**src/rtl/stream_mux_pkg.sv**
```systemverilog
// Shared constants and types for the registered stream multiplexer.
package stream_mux_pkg;

    localparam logic MODE_SEL = 1'b0;
    localparam logic MODE_RR  = 1'b1;

    typedef enum logic {ST_IDLE, ST_LOCKED} state_t;

endpackage

```
**src/rtl/rr_arbiter.sv**
```systemverilog
// Combinational round-robin search: first requesting channel above ptr, wrapping.
module rr_arbiter #(
    parameter int unsigned N_CH = 4,
    localparam int unsigned SEL_W = $clog2(N_CH)
) (
    input  logic [N_CH-1:0]  req,
    input  logic [SEL_W-1:0] ptr,
    output logic [SEL_W-1:0] grant,
    output logic             grant_valid
);

    int unsigned target;

    always_comb begin
        grant       = '0;
        grant_valid = 1'b0;
        target      = 0;
        for (int unsigned off = 1; off <= N_CH; off++) begin
            target = (32'(ptr) + off) % N_CH;
            for (int unsigned k = 0; k < N_CH; k++) begin
                if (!grant_valid && k == target && req[k]) begin
                    grant       = SEL_W'(k);
                    grant_valid = 1'b1;
                end
            end
        end
    end

endmodule

```
**src/rtl/stream_mux_arb.sv**
```systemverilog
// N-channel registered stream mux with explicit select or packet-granular round-robin.
module stream_mux_arb
    import stream_mux_pkg::*;
#(
    parameter int unsigned N_CH  = 4,
    parameter int unsigned WIDTH = 16,
    localparam int unsigned SEL_W = $clog2(N_CH)
) (
    input  logic                    i_clk,
    input  logic                    i_rst_n,
    input  logic [N_CH*WIDTH-1:0]   i_data,
    input  logic [N_CH-1:0]         i_valid,
    input  logic [N_CH-1:0]         i_last,
    output logic [N_CH-1:0]         o_ready,
    input  logic                    i_mode,
    input  logic [SEL_W-1:0]        i_ctrl,
    input  logic                    i_ready,
    output logic [WIDTH-1:0]        o_data,
    output logic                    o_valid,
    output logic                    o_last,
    output logic [SEL_W-1:0]        o_chan
);

    state_t           state;
    logic [SEL_W-1:0] lock_ch;
    logic [SEL_W-1:0] rr_ptr;
    logic [SEL_W-1:0] rr_gnt;
    logic             rr_vld;
    logic [SEL_W-1:0] grant;
    logic             grant_vld;
    logic             can_load;
    logic             in_xfer;
    logic             in_last;
    logic [WIDTH-1:0] in_data;

    rr_arbiter #(.N_CH(N_CH)) u_arb (
        .req         (i_valid),
        .ptr         (rr_ptr),
        .grant       (rr_gnt),
        .grant_valid (rr_vld)
    );

    // Grant source: frozen channel while a packet is in flight, else mode-dependent.
    always_comb begin
        grant     = lock_ch;
        grant_vld = 1'b1;
        if (state == ST_IDLE) begin
            case (i_mode)
                MODE_RR: begin
                    grant     = rr_gnt;
                    grant_vld = rr_vld;
                end
                MODE_SEL: begin
                    grant     = i_ctrl;
                    grant_vld = ({1'b0, i_ctrl} < (SEL_W+1)'(N_CH));
                end
                default: ;
            endcase
        end
    end

    assign can_load = ~o_valid | i_ready;

    // One-hot ready and the granted channel's beat.
    always_comb begin
        o_ready = '0;
        in_data = '0;
        in_last = 1'b0;
        for (int unsigned k = 0; k < N_CH; k++) begin
            if (grant == SEL_W'(k)) begin
                o_ready[k] = i_rst_n & can_load & grant_vld;
                in_data    = i_data[k*WIDTH +: WIDTH];
                in_last    = i_last[k];
            end
        end
    end

    assign in_xfer = |(i_valid & o_ready);

    // Output register, packet lock and round-robin pointer.
    always_ff @(posedge i_clk or negedge i_rst_n) begin
        if (!i_rst_n) begin
            state   <= ST_IDLE;
            lock_ch <= '0;
            rr_ptr  <= SEL_W'(N_CH - 1);
            o_data  <= '0;
            o_valid <= 1'b0;
            o_last  <= 1'b0;
            o_chan  <= '0;
        end else if (in_xfer) begin
            o_data  <= in_data;
            o_last  <= in_last;
            o_chan  <= grant;
            o_valid <= 1'b1;
            if (in_last) begin
                state  <= ST_IDLE;
                rr_ptr <= grant;
            end else begin
                state   <= ST_LOCKED;
                lock_ch <= grant;
            end
        end else if (i_ready) begin
            o_valid <= 1'b0;
        end
    end

endmodule

```
**config.mk**
```make
export PLATFORM = sky130hd
export DESIGN_NAME = stream_mux_arb
export DESIGN_NICKNAME = d
export VERILOG_FILES = /design/src/rtl/stream_mux_pkg.sv /design/src/rtl/rr_arbiter.sv /design/src/rtl/stream_mux_arb.sv
export SDC_FILE = /design/constraint.sdc
export NUM_CORES = 1
export LEC_CHECK = 0
export ABC_AREA = 1
export CORE_MARGIN = 2
export CORE_UTILIZATION = 39
export CTS_BUF_LIST = sky130_fd_sc_hd__clkbuf_16
export CTS_CLUSTER_SIZE = 24
export DETAILED_ROUTE_END_ITERATION = 12
export MAX_ROUTING_LAYER = met4
export PLACE_DENSITY = 0.8
export SYNTH_ARGS = -nofsm -noshare
export SYNTH_HDL_FRONTEND = slang
export SYNTH_SLANG_ARGS = --single-unit
```
**constraint.sdc**
```tcl
create_clock -name i_clk -period 3.24 [get_ports i_clk]
set_input_delay 0.324 -clock i_clk [delete_from_list [all_inputs] [get_ports i_clk]]
set_output_delay 0.324 -clock i_clk [all_outputs]
set_load 0.02 [all_outputs]
```
==> results of run 1 <==
## metal layers
| layer | vias to the layer above | wire [µm] |
|---|---|---|
| met5 | - | 0 |
| met4 | 0 | 40 |
| met3 | 4 | 268 |
| met2 | 61 | 3304 |
| met1 | 1062 | 2503 |
| li1 | 1199 | - |
## critical path: stages (launching register included)
cell and delay [ns]:
dfstp_2 0.63, buf_4 0.15, nand2_2 0.07, nor2_1 0.12, inv_1 0.08, nand4_2 0.13, nor2_1 0.08, nor2_1 0.10
nand3_1 0.10, nor2_1 0.12, nand3_1 0.12, o21bai_2 0.17, nand2_4 0.12, nor3_1 0.13, dlygate4sd2_1 0.35
## where the power goes
part           internal, µW  switching, µW  total, µW
Clock                   167            108        275
Combinational           759           1040       1800
Sequential              463           96.8        560
## layout by cell type (no fill, tap or decap), drive strengths merged
cell,count
clkbuf,5
nor2,30
o21bai,1
inv,25
clkdlybuf4s15,1
dfrtp,23
dlygate4sd2,1
dfstp,2
nor3,8
nand2,151
a21boi,1
buf,24
nand3,18
clkinvlp,1
nand4,26
o21ai,4
nor4,1
clkdlybuf4s50,97
## per-stage QoR
step	TNS, ns	utilization, %	power, µW	hold WS, ns
3_3_place_gp	0	65.17	2280	0.4621
5_1_grt	-0.03321	67.81	2856	0.4947
6_report	0	67.81	2636	0.4610
3_5_place_dp	-1.201	65.17	2323	0.4640
2_1_floorplan	0	-	1637	0.02841
4_1_cts	0	66.93	2596	0.4747
## kinds of logic after synthesis
group	after synthesis	synth area share [%]
buf+inv	35	8.470
simple gates	234	56.25
compound gates	6	2.052
flops	25	33.22
## path summary, 6_finish.rpt
kind | slack, ns | cells after the start | to
hold reg to reg | 0.48 | 2 | o_data[2]
hold / removal | 0.46 | 2 | lock_ch[1]
min in group i_clk | 0.48 | 2 | o_data[2]
setup reg to reg | 0.34 | 20 | o_data[3]
max in group asynchronous | 2.48 | 2 | rr_ptr[0]
setup / recovery | 0.18 | 14 | o_ready[0]
## flip-flops by register name (all words and copies together), names as in the netlist
name	count
o_chan	2
o_data	16
o_last	1
rr_ptr	2
o_valid	1
lock_ch	2
state	1
## what timing repair did
action                     CTS  global route
setup endpoints to repair    4            26
pin swaps                    0             1
setup buffers                0             5
gates resized for setup      5             8
hold endpoints to repair     0             0
## area by class of cell
type	instances	area [µm²]	area share (%)
clock inverters	1	7.507	0.2359
well taps	54	67.56	2.123
inverters	25	93.84	2.949
clock buffers	3	75.07	2.359
flip-flops and latches	25	628.1	19.74
multi-input cells	240	1117	35.12
repair buffers	125	1192	37.48
==> impl_metrics.env, run 1 <==
export IMPL_status="completed"
export IMPL_grt_pass1_vias=2255
export IMPL_clock_latency_ns=0.26
export IMPL_drtIter0Drc=154
export IMPL_synth_warning_count=0
export IMPL_via_per_inst=4.918
export IMPL_grt_use_met3_pct=4.801
export IMPL_use_met1_pct=27.95
export IMPL_netlist_instances=300
export IMPL_wl_per_cell_um=12.93
export IMPL_synth_cell_type_count=25
export IMPL_tightest_slew_ns=0.3105
export IMPL_leakagePower_uw=0.001514
export IMPL_nFillCells=418
export IMPL_yosys_area_top_type_share_pct=30.44
export IMPL_cts_root_buf="clkbuf_16"
export IMPL_place_gp_congestion=0.8758
export IMPL_top_usage_layer="met2"
export IMPL_io_pins=102
export IMPL_ctsHoldBuffers=0
export IMPL_drive_gt1_share_pct=14.56
export IMPL_setup_worst_path_class="reg -> out"
export IMPL_fin_crit_sh_pct=94.44
export IMPL_grt_ovfl_total=0
export IMPL_clock_sinks=25
export IMPL_postRouteWirelength_mm=6.116
export IMPL_clkTransAtPathRegs_ns=0.07
export IMPL_vdd_drop_max_uv=472.4
export IMPL_synth_seq_cells=25
export IMPL_grt_pass1_wl_mm=9.611
export IMPL_hold_viol=0
export IMPL_ys_flop_type="dfrtp_1"
export IMPL_grt_met2_usage_pct=41.07
export IMPL_synth_top_area_cell="dfrtp_1"
export IMPL_cts_buffers=3
export IMPL_cp_start_kind="flop"
export IMPL_grt_start_max_net_pins=26
export IMPL_clock_skew_ns=0.008017
export IMPL_fmax_mhz=326.8
export IMPL_port_buffers=101
export IMPL_area_delta_synth_final_pct=68.30
export IMPL_synth_edf_count=0
export IMPL_hpwl_mm=4.960
export IMPL_dp_cells=464
export IMPL_drv_slew=0
export IMPL_cp_max_fo=8
export IMPL_r2r_start="rr_ptr[1]"
export IMPL_syn_area_per_cell_um2=6.302
export IMPL_ys_top_cells_by_count="147 x nand2_1, 24 x nand4_1, 23 x dfrtp_1"
export IMPL_diodes=0
export IMPL_fin_area_um2=3182
export IMPL_gr_usage_all_layers_pct=23.57
export IMPL_cp_end_kind="primary output"
export IMPL_htree_levels=1
export IMPL_pwr_density_cell_nw_per_um2=828.4
export IMPL_dr_pass1_iters=4
export IMPL_initial_core_util_pct=40.29
export IMPL_synth_area_leaders="dfrtp_1 30%, nand2_1 29%, nand4_1 7.9%"
export IMPL_hp_class="in -> async"
export IMPL_relSlewSlack_pct=79.11
export IMPL_clk_path_buf_depth=2
export IMPL_layoutNonFillerInstCount=473
export IMPL_setup_viol=0
export IMPL_fin_ws_ns=0.1802
export IMPL_synth_seq_area_share_pct=33.22
export IMPL_cts_tree="built"
export IMPL_antenna_found_initial=0
export IMPL_max_cap_violations=0
export IMPL_placementRows=25
export IMPL_worstPathArrival_ns=2.74
export IMPL_post_route_min_period_ns=3.060
export IMPL_fp_dieH_um=73.63
export IMPL_place_ws_ns=-0.07273
export IMPL_yosysMostFrequentCell="nand2_1"
export IMPL_route_detailed_drc=0
export IMPL_syn_area_um2=1891
export IMPL_dpl_cell_area_um2=3058
export IMPL_drt_antenna_violating_nets=0
export IMPL_syn_num_nets=378
export IMPL_vias=2326
export IMPL_grt_setup_unrepaired="yes"
export IMPL_final_nets=498
export IMPL_startpoint="rr_ptr[1]"
export IMPL_die_area_um2=5421
export IMPL_synthArstFlopShare_pct=100.0
export IMPL_core_area_um2=4692
export IMPL_die_w_um=73.63
export IMPL_worstPathRequired_ns=2.92
No activity file was read; power rests on OpenSTA's default activity.
==> run 2: changes to the inputs <==
CORE_MARGIN = 4   (was 2)
REMOVE_ABC_BUFFERS = 1   (was unset)
==> run 2 against run 1 <==
  * Clock skew shrank 0.0014 ns
  * Count of clock-buffer cells in the layout is the same
  * Combinational power is essentially flat
  * Largest power group unchanged
  * Power grew 0.25%
  * Sequential cell count is the same
  * First-iteration DRC count shrank 14%
  * Final cell count grew 1.7%
  * Largest cell class unchanged
  * Global-route usage shrank 1.7 points
  * Highest routed layer unchanged
==> impl_metrics.env, run 2 (same netlist as run 1, synthesis figures left out) <==
export IMPL_pwr_density_cell_nw_per_um2=834.8
export IMPL_drt_antenna_violating_nets=0
export IMPL_final_nets=493
export IMPL_htree_levels=1
export IMPL_place_gp_congestion=0.8967
export IMPL_clock_skew_ns=0.006571
export IMPL_clock_latency_ns=0.26
export IMPL_ctsHoldBuffers=0
export IMPL_diodes=0
export IMPL_cts_root_buf="clkbuf_16"
export IMPL_wl_per_cell_um=13.38
export IMPL_post_route_min_period_ns=3.033
export IMPL_port_buffers=101
export IMPL_layoutNonFillerInstCount=481
export IMPL_p_total_uw=2643
export IMPL_status="completed"
export IMPL_die_w_um=77.63
export IMPL_route_detailed_drc=0
export IMPL_dp_cells=474
export IMPL_antenna_found_initial=0
export IMPL_hp_class="in -> async"
export IMPL_leakagePower_uw=0.001516
export IMPL_clock_sinks=25
export IMPL_vias=2344
export IMPL_ff_latch_area_um2=628.1
export IMPL_gr_usage_all_layers_pct=21.89
export IMPL_clk_path_buf_depth=2
export IMPL_layout_common_cells="147 x nand2_1, 97 x clkdlybuf4s50_1, 24 x nand4_1"
export IMPL_nFillCells=432
export IMPL_area_delta_synth_final_pct=67.44
export IMPL_worstPathRequired_ns=2.92
export IMPL_initial_core_util_pct=40.03
export IMPL_multi_input_area_um2=1107
export IMPL_grt_start_max_net_pins=26
export IMPL_relSlewSlack_pct=72.69
export IMPL_worstPathArrival_ns=2.71
export IMPL_postRouteWirelength_mm=6.437
export IMPL_regMostFlops="o_data"
export IMPL_core_area_um2=4723
export IMPL_crit_family="simple AND/OR/NAND/NOR gates"
export IMPL_setup_viol=0
export IMPL_critPathMaxStageDelay_ns=0.64
export IMPL_setup_worst_path_class="reg -> out"
export IMPL_fmax_mhz=329.7
export IMPL_io_pins=102
export IMPL_cp_max_fo=7
export IMPL_finalSetupTns_ns=0
export IMPL_crit_buf_inv=1
export IMPL_placementRows=25
export IMPL_cts_buffers=3
export IMPL_tightest_slew_ns=0.4086
export IMPL_cp_end_kind="primary output"
export IMPL_cp_common_cell="nor2_2"
export IMPL_reg2reg_slack_ns=0.23
export IMPL_hpwl_mm=5.279
export IMPL_drv_slew=0
export IMPL_cp_cell_sequence="nor2_4 -> nand2_1 -> nand3_2 -> nor2_2 -> nand4_2 -> nor2_2 -> nand4_2 -> nor2_2 -> nand4_1 -> nor2_2 -> o21bai_2 -> nand2_4 -> nand2_1 -> nor2_1 -> dlygate4sd2_1"
export IMPL_via_per_inst=4.873
export IMPL_grt_pass1_vias=2344
export IMPL_clkTransAtPathRegs_ns=0.06
export IMPL_grt_pass1_wl_mm=10.47
export IMPL_drtIter0Drc=132
export IMPL_fin_crit_sh_pct=93.60
export IMPL_drive_gt1_share_pct=12.56
export IMPL_cp_start_kind="flop"
export IMPL_cts_tree="built"
export IMPL_grt_ovfl_total=0
export IMPL_fp_dieH_um=77.63
export IMPL_hold_viol=0
export IMPL_vdd_drop_max_uv=364.2
export IMPL_largest_reg_flops=16
export IMPL_dr_pass1_iters=4
export IMPL_max_cap_violations=0
export IMPL_layout_cells_most_common="nand2_1"
export IMPL_die_area_um2=6026
export IMPL_cpMaxStageDelayCell="dfstp_2"
==> run 2: what timing repair did <==
action / in CTS / in global routing
setup endpoints to repair: 3 / 19
setup buffers: 0 / 3
resized for setup: 3 / 5
==> run 2: stage by stage <==
step | util (%) | hold slack [ns] | worst slack [ns] | instance area (µm²)
floorplan | - | 0.02841 | 0.5081 | 1824
global placement | 64.87 | 0.4581 | 0.09106 | 3064
detailed placement | 64.87 | 0.4649 | -0.05139 | 3064
CTS | 66.46 | 0.4827 | 0.04840 | 3139
global route | 67.02 | 0.5049 | -0.002565 | 3166
finish | 67.02 | 0.4766 | 0.2074 | 3166
==> run 2: worst paths after layout <==
kind,from,to,cells after the start
max reg2reg,rr_ptr[1],lock_ch[1],21
min,i_rst_n,o_last,2
max,rr_ptr[1],o_ready[3],15
max in group asynchronous,i_rst_n,rr_ptr[1],2
min in group i_clk,o_data[15],o_data[15],2
min reg2reg,o_data[15],o_data[15],2
==> run 2: layer usage <==
layer	wire length, µm	vias to the layer above	share of wire (%)	GRT usage [%]
li1	-	1188	-	-
met1	2516	1065	39	23.24
met2	3414	81	53	41.52
met3	395	10	6.1	3.944
met4	111	0	1.7	5.338
met5	0	-	0	-
==> run 2: where the power goes <==
part / internal, µW / switching, µW / leakage (µW) / total (µW)
registers: 463 / 96.0 / 0.000312 / 559
clock network: 165 / 105 / 0.0000423 / 270
logic: 768 / 1050 / 0.00116 / 1810
total: 1400 / 1250 / 0.00152 / 2640
==> run 2: layout make-up <==
cell class	instances	share of cell area, %
tap	67	2.648
multi-input combinational	240	34.98
clock buffer	3	2.372
clock inverter	1	0.1186
timing repair buffer	120	37.08
sequential	25	19.84
inverter	25	2.964
==> run 2: worst register-to-register path, cell delays in order (launching register included) <==
cell	delay, ns
dfstp_2	0.64
buf_4	0.16
nand3_1	0.09
nand3_2	0.10
nor2_2	0.05
nand4_2	0.10
nor2_1	0.08
nor2_1	0.10
nand3_1	0.10
nor2_1	0.10
nand3_1	0.12
o21bai_2	0.19
nand2_4	0.08
buf_4	0.18
nor2_4	0.14
nand3_1	0.10
nand2_1	0.12
inv_2	0.04
nand2_2	0.12
buf_4	0.19
nand3_1	0.08
nand2_1	0.07
==> run 3: changes to the inputs <==
ABC_CLOCK_PERIOD_IN_PS = 3240   (was unset)
CELL_PAD_IN_SITES_DETAIL_PLACEMENT = 0   (was unset)
CELL_PAD_IN_SITES_GLOBAL_PLACEMENT = 1   (was unset)
CORE_UTILIZATION = 26   (was 39)
PLACE_DENSITY = unset   (was 0.8)
PLACE_DENSITY_LB_ADDON = 0.1   (was unset)
TNS_END_PERCENT = 5   (was unset)
==> run 3 against run 2 <==
  * Hold slack worse by 0.014 ns
  * Clock power up 1%
  * Sequential cell count unchanged
  * Routed wire length up 3.6%
  * Combinational power about the same
  * First-iteration DRC count down 52%
  * Global-route usage down 6.4 points
  * Via count down 1.5%
  * Count of clock-buffer cells in the layout unchanged
  * Largest cell class unchanged
  * Sequential power about the same
  * Critical path depth unchanged
  * Sequential share of layout area down 0.33 points
==> impl_metrics.env, run 3 (same netlist as run 1, synthesis figures left out) <==
export IMPL_status="completed"
export IMPL_clk_path_buf_depth=2
export IMPL_vdd_drop_max_uv=333.9
export IMPL_port_buffers=101
export IMPL_hp_class="in -> async"
export IMPL_max_cap_violations=0
export IMPL_critPathMaxStageDelay_ns=0.64
export IMPL_fmax_mhz=329.6
export IMPL_cts_buffers=3
export IMPL_grt_pass1_vias=2239
export IMPL_drt_antenna_violating_nets=0
export IMPL_drive_gt1_share_pct=13.22
export IMPL_fin_ws_ns=0.2065
export IMPL_initial_core_util_pct=27.23
export IMPL_diodes=0
export IMPL_cp_cell_sequence="nor2_4 -> nand2_1 -> nand3_2 -> nor2_2 -> nand4_2 -> nor2_2 -> nand4_2 -> nor2_2 -> nand4_1 -> nor2_2 -> nor2_1 -> nor2_1 -> nor2_1 -> nor3_1 -> clkdlybuf4s15_1"
export IMPL_die_w_um=93.27
export IMPL_cp_common_cell="nor2_2"
export IMPL_die_area_um2=8699
export IMPL_startpoint="rr_ptr[0]"
export IMPL_crit_buf_inv=1
export IMPL_io_pins=102
export IMPL_route_detailed_drc=0
export IMPL_nFillCells=721
export IMPL_rr_worst_depth=21
export IMPL_hpwl_mm=5.312
export IMPL_via_per_inst=4.510
export IMPL_grt_start_max_net_pins=26
export IMPL_wl_per_cell_um=13.02
export IMPL_layout_common_cells="147 x nand2_1, 97 x clkdlybuf4s50_1, 24 x nand4_1"
export IMPL_place_gp_congestion=0.8875
export IMPL_antenna_found_initial=0
export IMPL_cp_max_fo=8
export IMPL_layout_cells_most_common="nand2_1"
export IMPL_cts_root_buf="clkbuf_16"
export IMPL_ctsHoldBuffers=0
export IMPL_clkTransAtPathRegs_ns=0.06
export IMPL_worstPathArrival_ns=2.71
export IMPL_dr_pass1_iters=4
export IMPL_drtIter0Drc=64
export IMPL_gr_usage_all_layers_pct=15.45
export IMPL_cp_end_kind="primary output"
export IMPL_leakagePower_uw=0.001508
export IMPL_regMostFlops="o_data"
export IMPL_htree_levels=1
export IMPL_worstPathRequired_ns=2.92
export IMPL_grt_ovfl_total=0
export IMPL_dp_cells=507
export IMPL_drv_slew=0
export IMPL_grt_pass1_wl_mm=10.56
export IMPL_clock_sinks=25
export IMPL_cp_depth=15
export IMPL_r2r_start="rr_ptr[0]"
export IMPL_cpMaxStageDelayCell="dfstp_2"
export IMPL_clock_skew_ns=0.002973
export IMPL_postRouteWirelength_mm=6.666
export IMPL_cp_start_kind="flop"
export IMPL_layoutNonFillerInstCount=512
export IMPL_crit_family="simple AND/OR/NAND/NOR gates"
export IMPL_relSlewSlack_pct=72.21
export IMPL_pwr_density_cell_nw_per_um2=823.4
export IMPL_tightest_slew_ns=0.4158
export IMPL_area_delta_synth_final_pct=70.28
export IMPL_post_route_min_period_ns=3.034
export IMPL_clock_latency_ns=0.26
export IMPL_vias=2309
export IMPL_grt_setup_unrepaired="no"
export IMPL_hold_viol=0
export IMPL_placementRows=30
export IMPL_cts_tree="built"
export IMPL_final_nets=495
export IMPL_place_ws_ns=-0.00007883
export IMPL_setup_viol=0
export IMPL_core_area_um2=6944
export IMPL_fp_dieH_um=93.27
export IMPL_fin_crit_sh_pct=93.63
export IMPL_largest_reg_flops=16
export IMPL_setup_worst_path_class="reg -> out"
## run 3: cell count changes in the layout (fill, tap and decap cells not counted), sizes merged
cell,before,now
buf,19,20
dlymetal6s2s,1,0
clkbuf,4,5
clkdlybuf4s15,0,1
## run 3: final timing paths
check	end	slack [ns]
setup / recovery	o_ready[2]	0.21
hold / removal	o_valid	0.46
setup reg to reg	lock_ch[1]	0.27
hold reg to reg	o_chan[1]	0.47
max in group asynchronous	rr_ptr[0]	2.48
min in group i_clk	o_chan[1]	0.47
## run 3: area by class of cell
type                            count  area (µm²)  area share (%)
Timing Repair Buffer              122        1184           36.77
Sequential cell                    25       628.1           19.51
Clock buffer                        3       75.07           2.332
Clock inverter                      1       3.754          0.1166
Multi-Input combinational cell    240        1115           34.63
Inverter                           25       93.84           2.915
Tap cell                           96       120.1           3.731
## run 3: power by group
group	leakage, µW	internal (µW)	switching, µW
combinational	0.00115	775	1050
sequential	0.000312	463	94.0
clock	0.0000423	165	109
## run 3: stage by stage
| stage | util (%) | total power, µW | TNS (ns) | hold slack, ns | instance area [µm²] |
|---|---|---|---|---|---|
| after detailed placement | 45.08 | 2397 | -0.00007883 | 0.4604 | 3131 |
| after global placement | 45.08 | 2391 | -0.03591 | 0.4564 | 3131 |
| after global routing | 46.36 | 2898 | 0 | 0.4920 | 3219 |
| after CTS | 46.20 | 2674 | 0 | 0.4758 | 3208 |
| after floorplan | - | 1566 | 0 | 0.02841 | 1824 |
| final | 46.36 | 2651 | 0 | 0.4624 | 3219 |
## run 3: routing by layer
layer	up-vias	part of all wire [%]	track usage (%)
met5	-	0	-
met4	0	0.38	1.099
met3	6	5.3	3.218
met2	63	50	26.56
met1	1046	45	19.56
li1	1194	-	-
## run 3: worst reg2reg max path, stage by stage (launching register included)
cell and delay [ns]:
dfstp_2 0.64, nor2_4 0.07, nand2_1 0.09, nand3_2 0.08
nor2_2 0.11, nand4_2 0.13, nor2_2 0.12, nand4_2 0.11
nor2_2 0.14, nand4_1 0.14, nor2_2 0.14, o21bai_2 0.10
nand2_4 0.12, buf_4 0.16, nor2_4 0.05, buf_12 0.15
nand2_1 0.08, nand3_1 0.08, nor2_2 0.14, nand2_1 0.10
nand2_1 0.07, nand2_1 0.04
## run 3: repair_timing
item,4_1_cts,5_1_grt
setup buffers,1,0
endpoints found under the setup margin,4,24
hold endpoints to repair,0,0
resized for setup,4,7
